`src/rtl/fp_result_pack.sv`:
```
// -----------------------------------------------------------------------------
// fp_result_pack
//   Consumer end of the FPMul auxiliary flag bus. Takes the multiplier's
//   prepared sign/exponent/mantissa plus the 12-bit flag bus, classifies the
//   bundle, applies the round increment (with mantissa carry into the
//   exponent), selects special encodings and produces the final IEEE-754
//   single-precision product through a 2-stage valid/ready pipeline.
//
//   Stage 1 : registers sign/exp/mant, priority-encoded class, round, carry.
//   Stage 2 : registers packed result and per-result exceptions.
//
// Ports
//   clk          rising-edge clock
//   rst          asynchronous active-low reset
//   in_valid     operand/flag bundle valid
//   in_ready     bundle accepted when in_valid & in_ready (combinational
//                from out_ready)
//   in_sign      product sign
//   in_exp       prepared biased exponent (only [7:0] used for results)
//   in_mant      prepared fraction, unrounded
//   in_flags     flag bus {AP_ZF, AP_DNF, AP_INFF, AP_NANF, MAP_HF, round,
//                underflow, overflow, AB_NAN, AB_INF, AB_ZERO, AB_DNF}
//   out_valid    result valid
//   out_ready    downstream accepts the result
//   out_result   packed IEEE-754 result
//   out_exc      {invalid, overflow, underflow, inexact, denormal}
//   status       sticky OR of out_exc over transferred results
//   clr_status   synchronous clear of status
//
// Build option
//   FPRES_DENORM_PASS_EN : when defined, denormal-class bundles are passed
//   through as {sign, 8'h00, rounded mantissa} instead of flushed to zero.
// -----------------------------------------------------------------------------
module fp_result_pack #(
   parameter logic [31:0] QNAN  = 32'h7FC0_0000,
   parameter int          EXP_W = 10
) (
   input  logic             clk,
   input  logic             rst,
   input  logic             in_valid,
   output logic             in_ready,
   input  logic             in_sign,
   input  logic [EXP_W-1:0] in_exp,
   input  logic [22:0]      in_mant,
   input  logic [11:0]      in_flags,
   output logic             out_valid,
   input  logic             out_ready,
   output logic [31:0]      out_result,
   output logic [4:0]       out_exc,
   output logic [4:0]       status,
   input  logic             clr_status
);

   // One-hot result class, ordered by priority.
   typedef enum logic [6:0] {
      CLS_NORM = 7'b000_0001,
      CLS_OFL  = 7'b000_0010,
      CLS_UFL  = 7'b000_0100,
      CLS_DNF  = 7'b000_1000,
      CLS_ZERO = 7'b001_0000,
      CLS_INF  = 7'b010_0000,
      CLS_NAN  = 7'b100_0000
   } cls_e;

   localparam int EXC_INV = 4;
   localparam int EXC_OFL = 3;
   localparam int EXC_UFL = 2;
   localparam int EXC_INX = 1;
   localparam int EXC_DNF = 0;

   // Exponent bits above [7:0] carry no information for the packed result.
   logic unused_exp_hi;
   assign unused_exp_hi = ^in_exp[EXP_W-1:8];

   // Stage 1 state
   logic        s1_valid_q, s1_valid_d;
   logic        s1_sign_q,  s1_sign_d;
   logic [7:0]  s1_exp_q,   s1_exp_d;
   logic [22:0] s1_mant_q,  s1_mant_d;
   logic        s1_round_q, s1_round_d;
   logic        s1_carry_q, s1_carry_d;
   cls_e        s1_cls_q,   s1_cls_d;

   // Stage 2 state
   logic        out_valid_q,  out_valid_d;
   logic [31:0] out_result_q, out_result_d;
   logic [4:0]  out_exc_q,    out_exc_d;
   logic [4:0]  status_q,     status_d;

   logic        s1_en, s2_en;
   logic [22:0] mant_r;
   logic [8:0]  exp_r;
   logic [31:0] res;
   logic [4:0]  exc;

   assign s2_en    = ~out_valid_q | out_ready;
   assign s1_en    = ~s1_valid_q | s2_en;
   assign in_ready = s1_en;

   always_comb begin
      // NOTE: every variable gets a default first so no path can infer a latch.
      s1_valid_d = s1_valid_q;
      s1_sign_d  = s1_sign_q;
      s1_exp_d   = s1_exp_q;
      s1_mant_d  = s1_mant_q;
      s1_round_d = s1_round_q;
      s1_carry_d = s1_carry_q;
      s1_cls_d   = s1_cls_q;

      if (s1_en) begin
         s1_valid_d = in_valid;
         s1_sign_d  = in_sign;
         s1_exp_d   = in_exp[7:0];
         s1_mant_d  = in_mant;
         s1_round_d = in_flags[6];
         s1_carry_d = in_flags[6] & in_flags[7];
         if (in_flags[8] | in_flags[3])       s1_cls_d = CLS_NAN;
         else if (in_flags[9] | in_flags[2])  s1_cls_d = CLS_INF;
         else if (in_flags[11] | in_flags[1]) s1_cls_d = CLS_ZERO;
         else if (in_flags[10] | in_flags[0]) s1_cls_d = CLS_DNF;
         else if (in_flags[5])                s1_cls_d = CLS_UFL;
         else if (in_flags[4])                s1_cls_d = CLS_OFL;
         else                                 s1_cls_d = CLS_NORM;
      end
   end

   // Stage 2 packing. The round increment wraps the 23-bit fraction; the
   // wrap is paired with the carry into the exponent (round & MAP_HF).
   always_comb begin
      mant_r = s1_mant_q + {22'b0, s1_round_q};
      exp_r  = {1'b0, s1_exp_q} + {8'b0, s1_carry_q};
      res    = '0;
      exc    = '0;
      case (s1_cls_q)
         CLS_NAN: begin
            res          = QNAN;
            exc[EXC_INV] = 1'b1;
         end
         CLS_INF: res = {s1_sign_q, 8'hFF, 23'b0};
         CLS_ZERO: res = {s1_sign_q, 31'b0};
         CLS_DNF: begin
`ifdef FPRES_DENORM_PASS_EN
            res          = {s1_sign_q, 8'h00, mant_r};
            exc[EXC_DNF] = 1'b1;
            exc[EXC_UFL] = s1_round_q;
`else
            res          = {s1_sign_q, 31'b0};
            exc[EXC_DNF] = 1'b1;
            exc[EXC_UFL] = 1'b1;
`endif
         end
         CLS_UFL: begin
            res          = {s1_sign_q, 31'b0};
            exc[EXC_UFL] = 1'b1;
            exc[EXC_INX] = 1'b1;
         end
         CLS_OFL: begin
            res          = {s1_sign_q, 8'hFF, 23'b0};
            exc[EXC_OFL] = 1'b1;
            exc[EXC_INX] = 1'b1;
         end
         default: begin
            exc[EXC_INX] = s1_round_q;
            // Biased exponent 255 is reserved, so a rounded exponent that
            // reaches it becomes infinity.
            if (exp_r >= 9'd255) begin
               res          = {s1_sign_q, 8'hFF, 23'b0};
               exc[EXC_OFL] = 1'b1;
            end else begin
               res = {s1_sign_q, exp_r[7:0], mant_r};
            end
         end
      endcase
   end

   always_comb begin
      out_valid_d  = out_valid_q;
      out_result_d = out_result_q;
      out_exc_d    = out_exc_q;
      if (s2_en) begin
         out_valid_d  = s1_valid_q;
         out_result_d = s1_valid_q ? res : 32'b0;
         out_exc_d    = s1_valid_q ? exc : 5'b0;
      end
      // Clear applies first so a same-cycle transfer survives it.
      status_d = (clr_status ? 5'b0 : status_q)
               | ((out_valid_q & out_ready) ? out_exc_q : 5'b0);
   end

   // NOTE: all pipeline state, data included, is reset so nothing stale can
   // surface after a mid-operation reset.
   always_ff @(posedge clk or negedge rst) begin
      if (!rst) begin
         s1_valid_q   <= 1'b0;
         s1_sign_q    <= 1'b0;
         s1_exp_q     <= '0;
         s1_mant_q    <= '0;
         s1_round_q   <= 1'b0;
         s1_carry_q   <= 1'b0;
         s1_cls_q     <= CLS_NORM;
         out_valid_q  <= 1'b0;
         out_result_q <= '0;
         out_exc_q    <= '0;
         status_q     <= '0;
      end else begin
         // NOTE: non-blocking assignments keep every flop sampling pre-edge values.
         s1_valid_q   <= s1_valid_d;
         s1_sign_q    <= s1_sign_d;
         s1_exp_q     <= s1_exp_d;
         s1_mant_q    <= s1_mant_d;
         s1_round_q   <= s1_round_d;
         s1_carry_q   <= s1_carry_d;
         s1_cls_q     <= s1_cls_d;
         out_valid_q  <= out_valid_d;
         out_result_q <= out_result_d;
         out_exc_q    <= out_exc_d;
         status_q     <= status_d;
      end
   end

   assign out_valid  = out_valid_q;
   assign out_result = out_result_q;
   assign out_exc    = out_exc_q;
   assign status     = status_q;

endmodule

```
`config.mk`:
```
export PLATFORM = sky130hd
export DESIGN_NAME = fp_result_pack
export DESIGN_NICKNAME = d
export VERILOG_FILES = /design/src/rtl/fp_result_pack.sv
export SDC_FILE = /design/constraint.sdc
export NUM_CORES = 1
export LEC_CHECK = 0
export BUFFER_PORTS_ARGS = -buffer_cell sky130_fd_sc_hd__buf_2
export CAP_MARGIN = 0
export CORE_MARGIN = 1
export CORE_UTILIZATION = 54
export CTS_CLUSTER_SIZE = 28
export DETAILED_ROUTE_END_ITERATION = 10
export PLACE_DENSITY = 0.81
export RECOVER_POWER = 100
export SETUP_SLACK_MARGIN = 0.1
export SYNTH_ARGS = -nofsm -noshare
export SYNTH_HDL_FRONTEND = slang
export SYNTH_SLANG_ARGS = --single-unit
```
`constraint.sdc`:
```
create_clock -name clk -period 2.1 [get_ports clk]
set_input_delay 0.105 -clock clk [delete_from_list [all_inputs] [get_ports clk]]
set_output_delay 0.105 -clock clk [all_outputs]
set_load 0.01 [all_outputs]
```
==> metrics.txt <==
RR Endpoint=out_result[3]; worst slew pin tran=0.9090 ns; CTS max path bufs=2; setup violators final=0; CP startpoint=s1_cls_q[4]; normalized max-slew margin=39.40%; syn_area_per_cell=9.036 um^2; synthesized instance count=447; R2R setup slack=0.11 ns; synth top area cells=dfrtp_1 (52%), nand2_1 (14%), xnor2_1 (4.6%); commonest non-fill, non-tap cell in the layout=nand2_1; pin count of the biggest net entering global routing=48; Synth Flop Type=dfrtp_1; utilization after layout=72.68%; first-pass GRT wire length=16,310 um; Seq cells post-synth=85; Net Count, Synth=502; Routed Antenna Nets=0; share of layout cells above drive strength 1=16.50%; Final Instance Area=5271 um^2; total number of vias=3,703; routed length per instance=14.94 um; DPL Wire Length=6545 um; CTS buffer count=9; post-synth top area share=52.04%; Pre-antenna DRT Iters=5; # diodes=0; die area=7830 um^2; DP Area=4647 um^2; htree depth=3; most frequent cells in the layout=nand2_1 (146), dfrtp_1 (83), buf_2 (48), clkbuf_1 (45), dlygate4sd3_1 (40); Core Region=7253 um^2; vias in the first global route=3,477; GP Congestion=0.9006; final net count=638; GRT overflow=0; initial antenna violation count=0; Critical Path Sink=out_result[3]; routed vias/inst=5.390; post-layout min period=1.986 ns; Worst Path Required=2.32 ns; critical path class=register to register; clk root buf=clkbuf_8; WL final=10,260 um; Site Rows=31; power density over cell area=748.2 nW/um^2; Hold Crit Class=input port to register; R2R Path Start=s1_cls_q[4]; Final Max Tran Viols=0; Fmax=0.5035 GHz; P&R area growth vs syn=30.51%; Unique masters post-synth=45; CP Launch Type=register; Setup crit end kind=register; I/O Buffers=92; Fillers=558; io pins=95; status=finished clean; Synth Cell Area=4039 um^2; First DRT Iteration DRCs=291; Clock transition at path regs=0.08 ns; latest clock arrival within the worst-skew pair=0.36 ns; crit share post-route=94.58%; total power=3.944 mW; Max Cap Viol=0; unrepaired setup endpoints after global routing=yes; warnings from Yosys=0; FF-to-FF path depth=5; Setup TNS=0 ns; Final Hold Fails=0; Seq/Total Area, Yosys=52.70%; DRC violations left=0; Leak Pwr=2.359 nW; die height=88.49 um; skew final=0.01877 ns; clock sink count=85; die width=88.49 um; critical path data arrival time=2.21 ns; overall routing resource usage=27.62%; asr flop ratio synth=100.0%; post-synth top area cell=dfrtp_1; number of synthesized flops with an enable pin=0; initial core utilization=55.68%; TritonCTS clock tree=yes; CP max FO=13; Max VDD drop=0.4150 mV
logic make-up after synthesis:
logic type / Yosys count / share of synthesized area, %
XOR/XNOR: 30 / 6.506
AND/OR/NAND/NOR: 226 / 24.60
flip-flops: 85 / 52.70
adder cells (fa/ha/maj): 4 / 1.239
buffers and inverters: 35 / 3.500
AO/OA/AOI/OAI: 67 / 11.46
layer usage:
metal	vias up	wire, um	GRT usage [%]	part of all wire, %
met5	-	0	0	0
met4	0	324	14.66	3.2
met3	28	425	3.638	4.1
met2	147	5096	45.94	50
met1	1761	4414	35.36	43
li1	1767	-	-	-
worst min path at each step:
stage | cells past startpoint | slack (ns) | endpoint | start
6_report | 3 | 0.03 | s1_cls_q[2] | in_flags[5]
5_1_grt | 3 | 0.03 | s1_cls_q[2] | in_flags[5]
4_1_cts | 3 | 0.006 | s1_cls_q[2] | in_flags[5]
3_5_place_dp | 1 | 0.1 | out_result[13] | rst
3_3_place_gp | 1 | 0.10 | out_result[13] | rst
2_1_floorplan | 0 | -0.19 | out_exc[0] | rst
power breakdown:
part | internal [mW] | switching (mW)
registers | 1.80 | 0.155
logic | 0.291 | 0.405
clock network | 0.739 | 0.557
flip-flops by register name (all words and copies together) (netlist names):
name,cells
s1_round_q,1
s1_mant_q,23
out_exc,5
s1_exp_q,8
status,5
out_valid,1
s1_cls_q,7
s1_valid_q,1
s1_carry_q,1
s1_sign_q,1
out_result,32
cell type report:
class                   instances  area (um^2)  area share [%]
well taps                      99        123.9           2.350
repair buffers                144        889.6           16.88
clock inverters                 3        68.82           1.305
inverters                      16        60.06           1.139
clock buffers                  13        158.9           3.014
multi-input cells             327         1841           34.92
flip-flops and latches         85         2130           40.40
worst max-delay path: stages (launching register included):
cell      delay [ns]
dfrtp_1         0.52
o21ai_1         0.27
o211ai_2        0.16
a2111o_1        0.55
nand3_4         0.21
o21ai_0         0.14
cell usage after synthesis, types with 3 or more instances:
library cell    n
nand2_1       146
nor2_1         19
xnor2_1        21
nor4_1          4
nand3_1        18
nand4_1         4
o21ai_0        25
o31ai_1        11
a21oi_1         3
ha_1            4
o21ai_1        10
inv_1          15
nor3_1         16
o211ai_1        5
dfrtp_1        84
xor2_1          9
nand2b_1        3
clkbuf_1       14
repair_timing:
| action | 4_1_cts | 5_1_grt |
|---|---|---|
| hold buffers | 40 | 0 |
| endpoints found under the setup margin | 19 | 19 |
| buffers inserted | 0 | 1 |
| endpoints found under the hold margin | 79 | 0 |
| pin swaps | 1 | 2 |
| gates resized for setup | 9 | 8 |
stage by stage:
step / setup WS [ns] / cells / hold WS (ns)
floorplan: 0.2738 / 447 / -0.1906
global placement: 0.08418 / 630 / 0.1037
detailed placement: 0.0007649 / 630 / 0.09995
CTS: 0.06105 / 686 / 0.006094
global route: 0.03325 / 687 / 0.03161
finish: 0.1137 / 687 / 0.02743
Note: power is estimated with default switching activity, not from simulation.
